## config.mk

```make
export PLATFORM = sky130hd
export DESIGN_NAME = hw_stack
export DESIGN_NICKNAME = d
export VERILOG_FILES = /design/src/rtl/hw_stack.sv
export SDC_FILE = /design/constraint.sdc
export NUM_CORES = 1
export LEC_CHECK = 0
export BUFFER_PORTS_ARGS = -buffer_cell sky130_fd_sc_hd__buf_4
export CORE_MARGIN = 2
export CORE_UTILIZATION = 40
export CTS_CLUSTER_DIAMETER = 100
export DETAILED_ROUTE_END_ITERATION = 7
export PLACE_DENSITY_LB_ADDON = 0.12
export SKIP_LAST_GASP = 1
export SYNTH_ARGS = -nofsm -noshare
export SYNTH_HDL_FRONTEND = slang
export SYNTH_SLANG_ARGS = --single-unit
```

## constraint.sdc

```tcl
create_clock -name clk -period 3.75 [get_ports clk]
set_input_delay 0.1875 -clock clk [delete_from_list [all_inputs] [get_ports clk]]
set_output_delay 0.1875 -clock clk [all_outputs]
set_load 0.1 [all_outputs]
```

## src/rtl/hw_stack.sv

```systemverilog
// hw_stack: 16-bit hardware LIFO behind the PUSH/POP instructions.
// The popped word is registered. It feeds writeback select code 2'b01.
//
// Ports:
//   clk        system clock; all state changes on the rising edge
//   rst_n      asynchronous active-low reset
//   push       push request
//   pop        pop request
//   push_data  word written on an accepted push or replace-top
//   err_clr    clears the sticky error flags (STACK_ERR_EN builds only)
//   stack_out  last popped (or bypassed) word
//   sp_count   number of valid entries, 0..DEPTH
//   full       sp_count == DEPTH
//   empty      sp_count == 0
//   overflow   sticky: a push was rejected while full
//   underflow  sticky: a pop was rejected while empty
//
// Build option: define STACK_ERR_EN for sticky overflow/underflow flags.
// When it is undefined, both flags are tied low and err_clr is ignored.
// Illegal operations are still rejected.
module hw_stack #(
    parameter int DATA_W = 16,
    parameter int ADDR_W = 4
) (
    input  logic              clk,
    input  logic              rst_n,
    input  logic              push,
    input  logic              pop,
    input  logic [DATA_W-1:0] push_data,
    input  logic              err_clr,
    output logic [DATA_W-1:0] stack_out,
    output logic [ADDR_W:0]   sp_count,
    output logic              full,
    output logic              empty,
    output logic              overflow,
    output logic              underflow
);

    localparam int DEPTH = 2 ** ADDR_W;

    logic [DATA_W-1:0] mem [DEPTH];
    logic [ADDR_W:0]   sp;
    logic [ADDR_W-1:0] top_idx;
    logic [ADDR_W-1:0] wr_idx;
    logic              do_push;
    logic              do_pop;
    logic              do_replace;
    logic              do_bypass;
    logic              wr_en;

    assign sp_count = sp;
    assign full     = (sp == (ADDR_W+1)'(DEPTH));
    assign empty    = (sp == '0);

    // When sp == DEPTH the low bits are zero, so the subtraction wraps to
    // DEPTH-1. That is the correct top index.
    assign top_idx    = sp[ADDR_W-1:0] - ADDR_W'(1);

    assign do_push    = push & ~pop & ~full;
    assign do_pop     = pop & ~push & ~empty;
    assign do_replace = push & pop & ~empty;
    assign do_bypass  = push & pop & empty;

    assign wr_en  = do_push | do_replace;
    assign wr_idx = do_replace ? top_idx : sp[ADDR_W-1:0];

    // The storage array is not reset; its contents are don't-care until written.
    always_ff @(posedge clk) begin
        if (wr_en) begin
            mem[wr_idx] <= push_data;
        end
    end

    always_ff @(posedge clk or negedge rst_n) begin
        if (!rst_n) begin
            sp        <= '0;
            stack_out <= '0;
        end else begin
            if (do_push) begin
                sp <= sp + (ADDR_W+1)'(1);
            end else if (do_pop) begin
                sp <= sp - (ADDR_W+1)'(1);
            end

            // Replace-top reads the old top here while the same edge overwrites it.
            if (do_pop || do_replace) begin
                stack_out <= mem[top_idx];
            end else if (do_bypass) begin
                stack_out <= push_data;
            end
        end
    end

`ifdef STACK_ERR_EN
    logic rej_push;
    logic rej_pop;

    assign rej_push = push & ~pop & full;
    assign rej_pop  = pop & ~push & empty;

    // A rejection on the same edge as err_clr leaves the flag set.
    always_ff @(posedge clk or negedge rst_n) begin
        if (!rst_n) begin
            overflow  <= 1'b0;
            underflow <= 1'b0;
        end else begin
            if (rej_push) begin
                overflow <= 1'b1;
            end else if (err_clr) begin
                overflow <= 1'b0;
            end

            if (rej_pop) begin
                underflow <= 1'b1;
            end else if (err_clr) begin
                underflow <= 1'b0;
            end
        end
    end
`else
    logic unused_err_clr;

    assign unused_err_clr = err_clr;
    assign overflow       = 1'b0;
    assign underflow      = 1'b0;
`endif

endmodule
```

==> summary.txt <==
Logic synthesis
  – Largest family of logic cells by synthesized area: multiplexers
  – XOR/XNOR share of the synthesized area: less than 1%
  – Primary FF master, synth: edfxtp_1
  – Mean area per synthesized cell: a little under 20 µm²
  – Mapped Cells: between 500 and 600
  – Synth Cell Area: about 0.011 mm²
  – Post-Synth Simple-Gate Area: 3.310%
  – Adder-cell area share of the yosys netlist: less than 1%
  – Post-synth EDFFs: approximately 260
  – Number of synthesized register bits: 277
  – Synth Area in Compound Gates: 4.209%
  – Netlist cell types: 37
  – Yosys warns: 0
  – Post-synthesis async set-or-reset flop share: between 7 and 8%
  – Post-synthesis mux area share: around 15%
  – Register area share after synthesis: 74.67%

Place
  – Dpl hpwl: roughly 15 mm
  – PortBufs: 42
  – DP Cell Count: between 900 and 1000
  – GPL Wtd Cong: roughly 0.81

CTS
  – CTS tree: built
  – Maximum clock path buffer count: 3
  – # resized after CTS: 0
  – H-tree Lvls: 1
  – CTS root buffer: clkbuf_16
  – CTS Sinks: about 280
  – CTS buffer count: 30
  – Clock Pin Slew Worst Setup and Hold Paths: approximately 0.070 ns
  – Worst skew pair latency: approximately 0.55 ns

Pwr
  – Flop pwr share: approximately a third
  – Clock network fraction of design power: around a quarter
  – Pwr dens: roughly 910 mW/mm²
  – Comb power frac: a little over 40%
  – Leakage: ~4.4 nW
  – Switching Share: roughly 36%
  – Net Sw Power: ~4.3 mW
  – Max VDD drop: between 0.0005 and 0.0006 V
  – Overall power: roughly 12 mW
  – P_int: roughly 7.5 mW

Route
  – 1st-iter DRT viols: ~540
  – Detailed-route DRC error count: 0
  – Via/cell ratio: between 5 and 6
  – Drt total wl: 26.00 mm
  – Vias: approximately 5700
  – Antenna viol nets, final: 0
  – DRT Pass-1 Iters: 5
  – Routed len/inst: 25.97 µm

Cells and area
  – Commonest non-fill, non-tap cells in the layout: 256 x edfxtp_1, 64 x mux4_2, 60 x buf_4, 31 x clkbuf_16, 24 x nand2_1
  – Most common cell after layout, fill and taps aside: edfxtp_1
  – Share of layout cells above drive strength 1: a little under a third
  – Filler instances: approximately 2200
  – Area Growth Syn to Fin: 18.80%
  – Non-Filler Instances: around 1000
  – Fin nets: 662
  – Fin util: approximately half

Timing
  – Setup TNS: 0 ns
  – Final worst path period need: about 3.5 ns
  – Transition time of the tightest slew-check pin: approximately 1.3 ns
  – RSZ-0062 raised after global routing: false
  – Endpoints failing setup: 0
  – Final hold violations: 0
  – Layout Skew: ~0.012 ns
  – Final period util: 93.73%
  – Slew Limit Fails: 0
  – Fmax: 0.2845 GHz
  – Rel. slew slack: 12.00%

Worst setup path
  – CP arrival: between 3 and 4 ns
  – Crit end category: flop
  – Setup Crit Path Kind: reg -> reg
  – Crit Path Max Fanout: 16
  – Startpoint Class: flop
  – CP Data Required Time: 3.90 ns

Global route
  – Total gr overflow: 0
  – GRT Util Overall: between 10% and 20%
  – Largest net degree at the start of global routing: 42
  – Vias in the first global route: 5970
  – Initial antenna violation count: 0
  – First-pass GRT wire length: slightly below 40 mm

Min path
  – Hold/Removal Path Class: in -> reg

Run
  – Max-cap violation count: 0

Die
  – Die W: 169.8 µm
  – Row cnt: 60
  – Die Footprint: around 0.029 mm²
  – CORE AREA: 0.02695 mm²
  – Die Ht: between 150 and 200 µm
  – I/O pin cnt: 46
  – Initial Util: roughly two fifths

Status
  – Status: finished clean
==> final cells by class <==
class | instances | area, µm² | area share (%)
clock inverters | 19 | 222.7 | 1.704
diodes | 1 | 2.502 | 0.01915
well taps | 341 | 426.7 | 3.265
clock buffers | 37 | 818.3 | 6.262
flip-flops and latches | 277 | 8215 | 62.87
repair buffers | 79 | 670.6 | 5.132
inverters | 7 | 30.03 | 0.2298
multi-input cells | 240 | 2681 | 20.52
==> cell families after synthesis <==
group | count (synthesis)
DFF | 277
buffers and inverters | 37
and+or+nand+nor | 76
xor gates and xnor gates | 7
adders and majority gates | 6
muxes | 81
AOI/OAI and AO/OA | 68
other | 1
==> flip-flops by register name, indices dropped and copies added, names as in the netlist <==
signal and cells:
sp_count 5, mem 256, stack_out 16
==> what timing repair did <==
item                       in CTS  in global routing
buffers inserted                0                  0
setup endpoints to repair       0                  0
hold endpoints to repair      261                  0
hold buffers                   16                  0
==> cells in the mapped netlist (2+ instances only) <==
| cell | n | share of area (%) |
|---|---|---|
| a21o_1 | 2 | 0.14 |
| buf_4 | 6 | 0.41 |
| xor2_1 | 4 | 0.32 |
| mux2i_1 | 17 | 1.5 |
| ha_1 | 5 | 0.57 |
| nand3_1 | 3 | 0.14 |
| mux4_2 | 64 | 13 |
| nor2_1 | 23 | 0.78 |
| nand2_1 | 24 | 0.82 |
| a22oi_2 | 2 | 0.23 |
| xnor2_1 | 3 | 0.24 |
| dfrtp_1 | 21 | 4.8 |
| a21oi_1 | 20 | 0.91 |
| inv_1 | 7 | 0.24 |
| buf_6 | 4 | 0.41 |
| buf_2 | 7 | 0.32 |
| nor3_1 | 4 | 0.18 |
| o21ai_0 | 2 | 0.091 |
| a31oi_1 | 20 | 1.1 |
| and3_1 | 18 | 1.0 |
| clkbuf_1 | 12 | 0.41 |
| edfxtp_1 | 256 | 70 |
| a22oi_1 | 15 | 1.0 |
==> power by group through the flow <==
stage | clock network (mW) | registers [mW] | logic [mW]
2_1_floorplan | 0 | 4.80 | 2.80
3_3_place_gp | 0 | 4.05 | 4.82
3_5_place_dp | 0 | 4.08 | 4.85
4_1_cts | 3.12 | 4.02 | 4.88
5_1_grt | 3.24 | 4.04 | 5.12
6_report | 3.05 | 4.01 | 4.79
==> final timing paths <==
kind	cells past startpoint	to	slack (ns)	start
max in group asynchronous	2	sp_count[0]	3.32	rst_n
setup / recovery	7	mem[14][0]	0.24	sp_count[1]
hold / removal	1	mem[14][15]	0.02	push_data[15]
setup reg to reg	7	mem[14][0]	0.24	sp_count[1]
hold reg to reg	1	sp_count[4]	0.55	sp_count[4]
min in group asynchronous	2	sp_count[2]	0.13	rst_n
==> worst max-delay path, stage by stage, from the launching register on <==
cell	delay (ns)
dfrtp_2	0.44
inv_1	0.16
ha_4	0.19
or4b_4	0.27
nand3_1	0.23
o32ai_1	0.44
a21oi_1	0.28
nor2_2	1.09
==> per-layer routing <==
| metal | GRT usage, % | vias up | part of all wire [%] |
|---|---|---|---|
| li1 | - | 2446 | - |
| met1 | 26.79 | 2984 | 44 |
| met2 | 29.46 | 205 | 47 |
| met3 | 3.070 | 51 | 6.1 |
| met4 | 5.686 | 0 | 2.9 |
| met5 | 0 | - | 0 |
==> metrics by stage <==
stage	hold WS [ns]	instance area (µm²)	setup slack, ns
after CTS	0.002483	13070	0.2769
after global placement	0.1364	11860	0.4190
after global routing	0.01427	13070	0.05636
final	0.01679	13070	0.2350
after detailed placement	0.1395	11860	0.3066
after floorplan	-0.1081	11060	-0.07026
No activity file was read; power rests on OpenSTA's default activity.
